--- config.mk ---
export PLATFORM = sky130hd
export DESIGN_NAME = memory_arbiter
export DESIGN_NICKNAME = d
export VERILOG_FILES = /design/src/rtl/memory_arbiter.sv
export SDC_FILE = /design/constraint.sdc
export NUM_CORES = 1
export LEC_CHECK = 0
export CAP_MARGIN = 20
export CORE_ASPECT_RATIO = 1.1
export CORE_MARGIN = 1
export CORE_UTILIZATION = 26
export DETAILED_ROUTE_END_ITERATION = 8
export GPL_ROUTABILITY_DRIVEN = 0
export GPL_TIMING_DRIVEN = 0
export PLACE_DENSITY = 0.94
export SYNTH_ARGS = -nofsm -noshare
export SYNTH_HDL_FRONTEND = slang
export SYNTH_SLANG_ARGS = --single-unit
--- constraint.sdc ---
create_clock -name clk -period 2.89 [get_ports clk]
set_clock_uncertainty 0.15 [all_clocks]
set_input_delay 0.4335 -clock clk [delete_from_list [all_inputs] [get_ports clk]]
set_output_delay 0.4335 -clock clk [all_outputs]
set_load 0.02 [all_outputs]
--- src/rtl/memory_arbiter.sv ---
// Two-requester arbiter in front of one memory: independent write (aw/w) and read (ar/r) grant FSMs.
// Define MEMORY_ARBITER_ROUND_ROBIN_EN for round-robin priority; otherwise port 0 has fixed priority.
module memory_arbiter #(
    parameter int W = 16,
    parameter int D = 256,
    localparam int A = $clog2(D)
) (
    input  logic         clk,
    input  logic         rst,
    input  logic [A-1:0] s0_aw_data,
    input  logic         s0_aw_valid,
    output logic         s0_aw_ready,
    input  logic [W-1:0] s0_w_data,
    input  logic         s0_w_valid,
    output logic         s0_w_ready,
    input  logic [A-1:0] s0_ar_data,
    input  logic         s0_ar_valid,
    output logic         s0_ar_ready,
    output logic [W-1:0] s0_r_data,
    output logic         s0_r_valid,
    input  logic         s0_r_ready,
    input  logic [A-1:0] s1_aw_data,
    input  logic         s1_aw_valid,
    output logic         s1_aw_ready,
    input  logic [W-1:0] s1_w_data,
    input  logic         s1_w_valid,
    output logic         s1_w_ready,
    input  logic [A-1:0] s1_ar_data,
    input  logic         s1_ar_valid,
    output logic         s1_ar_ready,
    output logic [W-1:0] s1_r_data,
    output logic         s1_r_valid,
    input  logic         s1_r_ready,
    output logic [A-1:0] aw_data,
    output logic         aw_valid,
    input  logic         aw_ready,
    output logic [W-1:0] w_data,
    output logic         w_valid,
    input  logic         w_ready,
    output logic [A-1:0] ar_data,
    output logic         ar_valid,
    input  logic         ar_ready,
    input  logic [W-1:0] r_data,
    input  logic         r_valid,
    output logic         r_ready
);
    typedef enum logic {WIDLE, WBUSY} wstate_t;
    typedef enum logic [1:0] {RIDLE, RADDR, RDATA} rstate_t;

    wstate_t wstate_q, wstate_d;
    rstate_t rstate_q, rstate_d;
    logic    wg_q, wg_d, rg_q, rg_d;
    logic    aw_done_q, aw_done_d, w_done_q, w_done_d;
    logic    wptr, rptr;
    logic    aw_hs, w_hs;

`ifdef MEMORY_ARBITER_ROUND_ROBIN_EN
    logic wptr_q, wptr_d, rptr_q, rptr_d;
    assign wptr = wptr_q;
    assign rptr = rptr_q;
`else
    assign wptr = 1'b0;
    assign rptr = 1'b0;
`endif

    // Write path: aw and w may complete in either order; the grant holds until both have.
    always_comb begin
        wstate_d    = wstate_q;
        wg_d        = wg_q;
        aw_done_d   = aw_done_q;
        w_done_d    = w_done_q;
`ifdef MEMORY_ARBITER_ROUND_ROBIN_EN
        wptr_d      = wptr_q;
`endif
        aw_valid    = 1'b0;
        aw_data     = '0;
        w_valid     = 1'b0;
        w_data      = '0;
        s0_aw_ready = 1'b0;
        s1_aw_ready = 1'b0;
        s0_w_ready  = 1'b0;
        s1_w_ready  = 1'b0;
        aw_hs       = 1'b0;
        w_hs        = 1'b0;
        case (wstate_q)
            WIDLE: begin
                if (s0_aw_valid || s1_aw_valid) begin
                    wg_d     = (s0_aw_valid && s1_aw_valid) ? wptr : s1_aw_valid;
                    wstate_d = WBUSY;
                end
            end
            default: begin
                aw_valid    = (wg_q ? s1_aw_valid : s0_aw_valid) && !aw_done_q;
                aw_data     = wg_q ? s1_aw_data : s0_aw_data;
                w_valid     = (wg_q ? s1_w_valid : s0_w_valid) && !w_done_q;
                w_data      = wg_q ? s1_w_data : s0_w_data;
                s0_aw_ready = !wg_q && aw_ready && !aw_done_q;
                s1_aw_ready =  wg_q && aw_ready && !aw_done_q;
                s0_w_ready  = !wg_q && w_ready && !w_done_q;
                s1_w_ready  =  wg_q && w_ready && !w_done_q;
                aw_hs       = aw_valid && aw_ready;
                w_hs        = w_valid && w_ready;
                if ((aw_done_q || aw_hs) && (w_done_q || w_hs)) begin
                    aw_done_d = 1'b0;
                    w_done_d  = 1'b0;
                    wstate_d  = WIDLE;
`ifdef MEMORY_ARBITER_ROUND_ROBIN_EN
                    wptr_d    = ~wg_q;
`endif
                end else begin
                    aw_done_d = aw_done_q || aw_hs;
                    w_done_d  = w_done_q || w_hs;
                end
            end
        endcase
    end

    // Read path: one outstanding read, response steered back to the granted port only.
    always_comb begin
        rstate_d    = rstate_q;
        rg_d        = rg_q;
`ifdef MEMORY_ARBITER_ROUND_ROBIN_EN
        rptr_d      = rptr_q;
`endif
        ar_valid    = 1'b0;
        ar_data     = '0;
        r_ready     = 1'b0;
        s0_ar_ready = 1'b0;
        s1_ar_ready = 1'b0;
        s0_r_valid  = 1'b0;
        s1_r_valid  = 1'b0;
        s0_r_data   = '0;
        s1_r_data   = '0;
        case (rstate_q)
            RIDLE: begin
                if (s0_ar_valid || s1_ar_valid) begin
                    rg_d     = (s0_ar_valid && s1_ar_valid) ? rptr : s1_ar_valid;
                    rstate_d = RADDR;
                end
            end
            RADDR: begin
                ar_valid    = rg_q ? s1_ar_valid : s0_ar_valid;
                ar_data     = rg_q ? s1_ar_data : s0_ar_data;
                s0_ar_ready = !rg_q && ar_ready;
                s1_ar_ready =  rg_q && ar_ready;
                if (ar_valid && ar_ready) rstate_d = RDATA;
            end
            RDATA: begin
                s0_r_valid = !rg_q && r_valid;
                s1_r_valid =  rg_q && r_valid;
                s0_r_data  = rg_q ? '0 : r_data;
                s1_r_data  = rg_q ? r_data : '0;
                r_ready    = rg_q ? s1_r_ready : s0_r_ready;
                if (r_valid && r_ready) begin
                    rstate_d = RIDLE;
`ifdef MEMORY_ARBITER_ROUND_ROBIN_EN
                    rptr_d   = ~rg_q;
`endif
                end
            end
            default: rstate_d = RIDLE;
        endcase
    end

    always_ff @(posedge clk or posedge rst) begin
        if (rst) begin
            wstate_q  <= WIDLE;
            rstate_q  <= RIDLE;
            wg_q      <= 1'b0;
            rg_q      <= 1'b0;
            aw_done_q <= 1'b0;
            w_done_q  <= 1'b0;
`ifdef MEMORY_ARBITER_ROUND_ROBIN_EN
            wptr_q    <= 1'b0;
            rptr_q    <= 1'b0;
`endif
        end else begin
            wstate_q  <= wstate_d;
            rstate_q  <= rstate_d;
            wg_q      <= wg_d;
            rg_q      <= rg_d;
            aw_done_q <= aw_done_d;
            w_done_q  <= w_done_d;
`ifdef MEMORY_ARBITER_ROUND_ROBIN_EN
            wptr_q    <= wptr_d;
            rptr_q    <= rptr_d;
`endif
        end
    end
endmodule

Yosys cells after proc, flatten, opt, wreduce, memory -nomap -nowiden
Index checks and enable logic that the tools add are counted.
- bits in registers: 7
- word-level logic and storage cells: 82
- eq/ne operators: 5
- muxes and demuxes: 37
- bitwise logic cells: 1
- reductions and logical operators: 33
- operators with widths (kind ; number):
    $mux 16 ; 6
    $mux 8 ; 4
    $mux 1 ; 23
    $logic_and 1x1->1 ; 21
    $mux 2 ; 3
    $ne 2x2->1 const B ; 3
    $pmux 2 s3 ; 1
    $logic_not 1->1 ; 4
    $logic_or 1x1->1 ; 4
    $reduce_and 2->1 ; 2
    $reduce_and 3->1 ; 1
    $eq 2x1->1 const B ; 1
    $eq 2x2->1 const B ; 1
    $logic_not 2->1 ; 1
    $not 1->1 ; 1

Logic depth before layout (Yosys ltp)
- depth after elaboration: 7
- mapped depth: 5
- depth with buffers taken out: 3

Worst setup path before layout
Ideal clock, no wire load.
- kind: flip-flop to output port
- start point: register rg_q
- end point: output s0_ar_ready
- arrival: 1.219 ns
- slack: 1.088 ns
- cell stages (with the launch flop): 4
- cells stage by stage: dfrtp_1 > buf_6 > buf_2 > nor3b_1
- longest elaborated chain between the ends: 3
- ends and longest elaborated chain (item ; line ; text):
    start, declared ; 52 ; logic wg_q, wg_d, rg_q, rg_d;
    start signal, assigned ; 181 ; rg_q <= rg_d;
    $logic_not 1->1 ; 144 ; s0_ar_ready = !rg_q && ar_ready;
    $logic_and 1x1->1 ; 144 ;
    $mux 1 ; 134 ; case (rstate_q)
    end, declared ; 18 ; output logic s0_ar_ready,
No other way between the ends.

Worst setup path after layout
- start point: register rstate_q[0]
- end point: output s1_r_data[8]
- longest elaborated chain between the ends: 2
- ends and longest elaborated chain (item ; line ; text):
    start, declared ; 51 ; rstate_t rstate_q, rstate_d;
    start signal, assigned ; 179 ; rstate_q <= rstate_d;
    $eq 2x2->1 ; 134 ;
    $mux 16 ; 134 ;
    end, declared ; 31 ; output logic [W-1:0] s1_r_data,
No other way between the ends.

==> qor.txt <==
maximum fanout along the worst path = 10
Final Cycle Share = 0.9105
WL final = 4947 µm
Least-Margin Pin Slew = 0.2653 ns
CP max stage cell = clkdlybuf4s50_1
initial antenna violation count = 0
prevailing post-synth register cell = dfrtp_1
die width = 66.71 µm
reg2reg setup slack = 1.53 ns
Max Root-Sink Buffers = 2
most instantiated cells after synthesis = and2_1 (36), nor2_1 (36), mux2i_1 (33)
post-DR wirelength/cell = 12.85 µm
Syn Nets = 252
Initial Util = 0.2754
Area contributors post-synth = mux2i_1 (28%), and2_1 (19%), dfrtp_1 (15%)
static leakage = 0.001275 µW
EDFF count, synth = 0
Netlist Area Pre-Place = 0.001197 mm²
Max Freq = 380.0 MHz
largest net degree at the start of global routing = 11
critical path's largest stage delay = 0.61 ns
hold_buf cts = 0
crit start category = flip-flop
PwrDens = 713.3 mW/mm²
Hold Vio Cnt, Final = 0
Pint = 1152 µW
Synth area leader = mux2i_1
Std-Cell Rows = 25
Cells after Synth = 158
Rel. slew slack = 0.8231
Crit Path Category = flip-flop to primary output
outcome = finished clean
family with the most delay on the worst path = buffers and inverters
Max Cap Violations = 0
logic gate share of total power = 0.844
vias per cell = 4.449
Final #Nets = 426
fin worst setup slack = 0.2586 ns
setup_tns = 0 ns
clock share of power = 0.064
RSZ-0062 raised after global routing = false
asr flop ratio synth = 1.000
n_diodes = 0
time the worst path needs with I/O delays and setup = 2.631 ns
Core Region = 0.004348 mm²
GRT overflow = 0
Reg clk slew, reported paths = 0.04 ns
clock sink total = 7
register area share after synthesis = 0.1463
setup bufs post-CTS = 0
Synth Warn # = 0
DP Wirelength = 4280 µm
final setup violation count = 0
VDD IR max = 0.4609 mV
CTS buffer count = 3
WP data required = 2.31 ns
Synth Register Bits = 7
Hold Slack = 0.2810 ns
PortBufs = 169
root buf cell = clkbuf_8
Synth Area per Inst = 7.578 µm²
Initial DRT Pass Iterations = 4
Sw Ratio = 0.4618
Routed Antenna Nets = 0
max-slew violations = 0
Switching Power = 988.8 µW
CTS tree = yes
post_cts resized = 0
Critical Path Sink Type = primary output
first-pass GRT wire length = 7327 µm
Flop pwr share = 0.092
top cell type's share of synthesized area = 0.2759
worst skew pair latency = 0.23 ns
Place WS = 0.4299 ns
Buf/Inv on CP = 2
Unique masters post-synth = 23
Die Height = 73.18 µm
Vias = 1713
vias in the first global route = 1625
DRT iter0 DRCs = 36
WP data arrival = 2.05 ns
Post-route DRC = 0
Boundary Pins = 170
P&R area growth vs syn = 150.7%
crit path cell chain = nand2b_2 > nor2_4 > buf_2 > and2_1 > clkdlybuf4s50_1
hold crit path type = primary input to async pin
layout cells sized above 1 = 0.07251
Global Route Usage Sum = 0.1931
DIE AREA = 0.004881 mm²
H-tree depth = 1
kinds of logic (layout without fill, tap and decap cells):
family          after synthesis  count (layout)  share of synthesized area
compound gates               13              13                    0.06583
buf+inv                      15             188                    0.07419
flops                         7               7                     0.1463
mux                          36              36                     0.3135
simple gates                 87              87                     0.4002
state kept, by name, summed over array words and instances (netlist names):
register	cells
wstate_q	1
rstate_q	2
aw_done_q	1
w_done_q	1
rg_q	1
wg_q	1
routing by layer:
metal	vias up	wire length [µm]	global-route usage
met5	-	0	0
met4	0	13	0.007092
met3	2	298	0.06250
met2	69	2786	0.3726
met1	768	1849	0.2111
li1	874	-	-
worst paths after layout:
path                       cells past startpoint            to   startpoint
min in group clk                               1   rstate_q[0]  rstate_q[1]
min                                            2   rstate_q[0]          rst
min reg2reg                                    1   rstate_q[0]  rstate_q[1]
max reg2reg                                    3      wstate_q         wg_q
max                                            5  s1_r_data[8]  rstate_q[0]
max in group asynchronous                      2          rg_q          rst
power groups by stage:
stage | Sequential, µW | Clock (µW) | Combinational (µW)
6_report | 197 | 137 | 1810
4_1_cts | 195 | 141 | 1820
5_1_grt | 205 | 150 | 1920
3_5_place_dp | 195 | 0 | 1810
2_1_floorplan | 184 | 0 | 1040
3_3_place_gp | 192 | 0 | 1790
metrics by stage:
stage                 util  total power, µW  instance area, µm²  std cells
floorplan                -             1222                1197        158
global placement    0.6800             1980                2957        381
detailed placement  0.6800             2009                2957        381
CTS                 0.6904             2157                3002        385
global route        0.6904             2279                3002        385
finish              0.6904             2141                3002        385
worst register-to-register path, delay by kind of cell, from the launching register on:
kind	cells	cell delay, ns
compound gates	2	0.36
flops	1	0.44
mux	1	0.33
layout make-up:
| type | count | area (µm²) |
|---|---|---|
| clock buffers | 4 | 45.04 |
| fillers | 361 | 1346 |
| inverters | 4 | 15.01 |
| repair buffers | 169 | 1692 |
| flip-flops and latches | 7 | 175.2 |
| multi-input cells | 136 | 933.4 |
| well taps | 54 | 67.56 |
| plain buffers | 11 | 73.82 |
placed cells by master, fill, tap and decap left out, drive strengths merged, types with 2 or more instances in the layout:
cell type and instances:
clkdlybuf4s50 169, nor2 38, and2 36, mux2i 33
buf 11, dfrtp 7, a21oi 6, clkbuf 4
inv 4, mux2 3, a31oi 3, nor3 3
a21o 2, nor2b 2, and3 2, nor4b 2
nand2b 2
Power figures use the tool's default switching activity.
==> variant 1 (same flow settings) <==
`D`: 256 -> 512.
--- a/src/rtl/memory_arbiter.sv
+++ b/src/rtl/memory_arbiter.sv
@@ -3,5 +3,5 @@
 module memory_arbiter #(
     parameter int W = 16,
-    parameter int D = 256,
+    parameter int D = 512,
     localparam int A = $clog2(D)
 ) (
Ports: changed (6 resized); port bits go from 170 to 176. No check against the original RTL was run, so the function may have changed too.
==> variant 1 against the unedited design <==
Total power is 1.8% higher. Wire length is 9.0% higher. Design area rose by 1.9%. Sequential cell count unchanged. Core utilization grew 1.3 points. Area after synthesis shrank 0.31%. Worst setup slack got worse by 0.14 ns. Largest cell class unchanged.
==> variant 1: results (changes against the unedited design) <==
- Largest Register: rstate_q (unchanged)
- Largest register FFs: 2 (unchanged)
- CP arrival: 2.18 ns (was 2.05 ns)
- Leading post-synthesis cells by cell area: mux2i_1 29%, and2_1 19%, dfrtp_1 15% (was mux2i_1 28%, and2_1 19%, dfrtp_1 15%)
- DRT iter0 DRCs: 42 (was 36)
- Aggregate global-route resource usage: 21.38% (was 19.31%)
- CTS max path bufs: 2 (unchanged)
- P_leak: 1.305 nW (was 1.275 nW)
- Max incr delay on CP: 0.63 ns (was 0.61 ns)
- Overflow left after global routing: 0 (unchanged)
- Worst-margin pin slew: 0.4469 ns (was 0.2653 ns)
- Setup slack, reg-to-reg: 1.49 ns (was 1.53 ns)
- Placed cell area: 3013 µm² (was 2957 µm²)
- CTS Buf Count: 3 (unchanged)
- Final Hold Viols: 0 (unchanged)
- Worst VDD drop: 0.4147 mV (was 0.4609 mV)
- Ys flop type: dfrtp_1 (unchanged)
- Outcome: finished clean (unchanged)
- Via count: 1797 (was 1713)
- Syn nets: 261 (was 252)
- Post-CTS resize count: 0 (unchanged)
- Sequential-to-total area share from yosys stat: 14.68% (was 14.63%)
- HP Class: in2async (unchanged)
- Post-Route Hold Slack: 0.3093 ns (was 0.2810 ns)
- Dpl hpwl: 4727 µm (was 4280 µm)
- Yosys cell types: 25 (was 23)
- First-pass GRT wire length: 8079 µm (was 7327 µm)
- Initial antenna violation count: 0 (unchanged)
- Fillcell total: 361 (unchanged)
- Share of layout cells above drive strength 1: 5.556% (was 7.251%)
- Layout net count: 441 (was 426)
- Worst-path clk slew: 0.04 ns (about the same)
- Top post-synthesis cells by count: 38 x nor2_1, 36 x and2_1, 35 x mux2i_1, 8 x buf_2, 7 x dfrtp_1 (was 36 x and2_1, 36 x nor2_1, 33 x mux2i_1, 8 x buf_2, 7 x dfrtp_1)
- Post-CTS setup buffers: 0 (unchanged)
- # H-tree levels: 1 (unchanged)
- Pre-CTS WS: 0.3898 ns (was 0.4299 ns)
- Largest net degree at the start of global routing: 11 (unchanged)
- Worst-Skew Late Latency: 0.23 ns (about the same)
- Worst-case reg-to-reg path depth: 4 (was 3)
- WL per Instance: 13.61 µm (was 12.85 µm)
- Antenna cells: 0 (unchanged)
- Worst Path Max Fanout: 10 (unchanged)
- Input/output buffers: 175 (was 169)
- R2R Path Start: wg_q (unchanged)
[variant 1: worst max-delay path: cells and delay by family, from the launching register on]
| family | cells | cell delay [ns] |
|---|---|---|
| buffers and inverters | 2 | 0.97 |
| AND/OR/NAND/NOR | 3 | 0.57 |
| flip-flops | 1 | 0.41 |
[variant 1: kinds of logic (layout without fill, tap and decap cells)]
family                 count (synthesis)  in the layout  synth area share, %
flip-flops                             7              7                14.68
multiplexers                          38             38                32.81
buffers and inverters                 16            195                6.603
AO/OA/AOI/OAI                         13             13                6.604
AND/OR/NAND/NOR                       89             89                39.31
[variant 1: how the worst max path moves through the flow]
stage,startpoint,end,slack [ns],cells after the start
finish,rstate_q[0],s0_r_data[11],0.12,5
global route,rstate_q[0],s0_r_data[11],0.01,5
CTS,rstate_q[0],s0_r_data[11],0.15,5
detailed placement,rstate_q[0],s0_r_data[11],0.39,5
global placement,rstate_q[0],s0_r_data[13],0.43,5
floorplan,wstate_q,s0_aw_ready,0.86,3
[variant 1: power breakdown]
part           switching [mW]  internal (mW)  total [mW]
logic                   0.928          0.931        1.86
clock network          0.0420         0.0954       0.137
registers              0.0409          0.142       0.183
total                    1.01           1.17        2.18
[variant 1: layout make-up]
| class | instances | share of cell area [%] |
|---|---|---|
| repair buffers | 175 | 57.28 |
| multi-input cells | 140 | 30.73 |
| flip-flops and latches | 7 | 5.728 |
| well taps | 54 | 2.209 |
| plain buffers | 12 | 2.087 |
| clock buffers | 4 | 1.473 |
| inverters | 4 | 0.4910 |
[variant 1: per-stage QoR]
stage | utilization [%] | instances
after global placement | 69.30 | 392
after CTS | 70.33 | 396
after global routing | 70.33 | 396
final | 70.33 | 396
after detailed placement | 69.30 | 392
after floorplan | - | 163
[variant 1: layer usage]
metal | track usage, % | wire (µm) | part of all wire, %
met5 | 0 | 0 | 0
met3 | 4.844 | 234 | 4.3
met4 | 3.310 | 55 | 1.0
met1 | 24.44 | 2098 | 39
met2 | 40.29 | 3001 | 56
==> variant 2 (same settings) <==
Made on the original files. Reset style: synchronous (`rst`), changed in one clocked block.
--- a/src/rtl/memory_arbiter.sv
+++ b/src/rtl/memory_arbiter.sv
@@ -163,5 +163,5 @@
     end
 
-    always_ff @(posedge clk or posedge rst) begin
+    always_ff @(posedge clk) begin
         if (rst) begin
             wstate_q  <= WIDLE;
Function: differs if rst is asserted again (counterexample within 4 cycles, from zero or initial values and one cycle with rst high); with rst held inactive, the same outputs for 10 cycles.
==> variant 2 against the unedited design <==
Sequential cell count is the same. Worst setup slack lost 0.030 ns. Non-clock buffer count grew 1. Area after synthesis shrank 3.0%. Die area shrank 2.9%. Sequential share of layout area shrank 1.1 points. Core utilization grew 0.16 points. Critical path depth is the same. Wire length grew 9.2%. Final cell count grew 1.8%. Design area shrank 1.2%. Critical endpoint is now s0_r_data[9].
Power is not compared: it rests on default switching activity, and its combinational part moved more than twofold at a synthesized area within 25%.
==> variant 2: results (changes against the unedited design) <==
- Outcome: finished clean (unchanged)
- Worst-Skew Late Latency: roughly 0.22 ns
- Top post-synthesis cells by count: 37 x nor2_1, 36 x mux2i_1, 32 x and2_1, 7 x dfxtp_1, 7 x nor3_1 (was 36 x and2_1, 36 x nor2_1, 33 x mux2i_1, 8 x buf_2, 7 x dfrtp_1)
- Number of synthesized flops with an enable pin: 0 (unchanged)
- Clock root cell: clkbuf_8 (unchanged)
- Yosys Warn Count: 0 (unchanged)
- # H-tree levels: 1 (unchanged)
- Largest register FFs: 2 (unchanged)
- CTS max path bufs: 2 (unchanged)
- Largest Register: rstate_q (unchanged)
- Layout Cells excl Fill: 392 (was 385)
- CTS Buf Count: 3 (unchanged)
- P_leak: 1.123 nW
- Reg-to-Reg End: aw_done_q (was wstate_q)
- Slowest CP cell: clkdlybuf4s50_1 (unchanged)
- Fillcell total: 362 (was 361)
- Post-CTS resize count: 0 (unchanged)
- Input/output buffers: 169 (unchanged)
- Antenna cells: 0 (unchanged)
- DRT iter0 DRCs: 50 (was 36)
- Ys flop type: dfxtp_1 (was dfrtp_1)
- Syn nets: 259 (was 252)
- Worst Hold End: rstate_q[0]
- Post-CTS setup buffers: 0 (unchanged)
- Worst slew margin: 69.95% (was 82.31%)
- Post-synth ARST share: 0% (was 100.0%)
- CP arrival: 2.08 ns (was 2.05 ns)
- Largest delay contributor family on the critical path: buffers and inverters (unchanged)
- First drt pass iteration count: 4 (unchanged)
- HP Class: reg2reg (was in2async)
- Largest net degree at the start of global routing: 11 (unchanged)
- Worst Path Max Fanout: 10 (unchanged)
- Aggregate global-route resource usage: 21.55% (was 19.31%)
- Yosys cell types: 29 (was 23)
- First-pass GRT wire length: 7886 µm (was 7327 µm)
- DR vias/cell: 4.653 (was 4.449)
- WL per Instance: 13.78 µm (was 12.85 µm)
- Layout net count: 433 (was 426)
- Share of layout cells above drive strength 1: 4.142% (was 7.251%)
- Worst-case reg-to-reg path depth: 4 (was 3)
- Worst VDD drop: roughly 0.14 mV
- Max incr delay on CP: 0.60 ns
- Setup slack, reg-to-reg: 1.53 ns (about the same)
- Vias in the first global route: 1778 (was 1625)
- R2R Path Start: wg_q (unchanged)
- Dpl hpwl: 4736 µm (was 4280 µm)
- Min-delay src: rstate_q[1]
- Synth Area per Inst: 7.037 µm² (was 7.578 µm²)
- Initial antenna violation count: 0 (unchanged)
- Hold path depth: 1
- Worst-path clk slew: 0.04 ns (about the same)
- Sequential-to-total area share from yosys stat: 12.07% (was 14.63%)
- Leading post-synthesis cells by cell area: mux2i_1 31%, and2_1 17%, dfxtp_1 12% (was mux2i_1 28%, and2_1 19%, dfrtp_1 15%)
variant 2: metal layers:
layer  GRT usage (%)  wire length, µm
met1           17.98             1760
met2           45.80             2936
met3           8.648              671
met4           3.382               35
met5               0                0
variant 2: logic make-up after synthesis:
| group | share of synthesized area, % |
|---|---|
| multiplexers | 32.00 |
| AND/OR/NAND/NOR | 39.33 |
| AO/OA/AOI/OAI | 8.943 |
| buffers and inverters | 7.650 |
| flip-flops | 12.07 |
variant 2: worst max path at each step:
stage	start	to	slack, ns	depth (start not counted)
after detailed placement	aw_ready	s0_aw_ready	0.40	4
after floorplan	wstate_q	s0_aw_ready	0.91	3
after global placement	ar_ready	s1_ar_ready	0.39	4
after CTS	rstate_q[0]	s0_r_data[9]	0.21	5
final	rstate_q[0]	s0_r_data[9]	0.23	5
after global routing	rstate_q[0]	s0_r_data[9]	0.04	5
variant 2: layout make-up:
cell class / count / area share [%]
timing repair buffer: 169 / 57.05
tap: 54 / 2.278
sequential: 7 / 4.726
inverter: 6 / 0.7595
clock buffer: 4 / 1.519
buffer: 12 / 2.236
multi-input combinational: 140 / 31.43
variant 2: metrics by stage:
stage / area (µm²) / power, mW / utilization [%] / hold slack [ns] / setup slack, ns
floorplan: 1161 / 0.3172 / - / 0.3430 / 0.9132
global placement: 2920 / 0.5735 / 68.15 / 0.3703 / 0.3933
detailed placement: 2920 / 0.5801 / 68.15 / 0.3910 / 0.3975
CTS: 2965 / 0.7210 / 69.20 / 0.3986 / 0.2063
global route: 2965 / 0.7535 / 69.20 / 0.4351 / 0.04398
finish: 2965 / 0.7115 / 69.20 / 0.3952 / 0.2285
variant 2: power by group:
group          switching (mW)  leakage (nW)  internal, mW
Combinational           0.199          1.04         0.264
Sequential            0.00884        0.0577         0.105
Clock                  0.0399        0.0228        0.0952
Total                   0.248          1.12         0.464
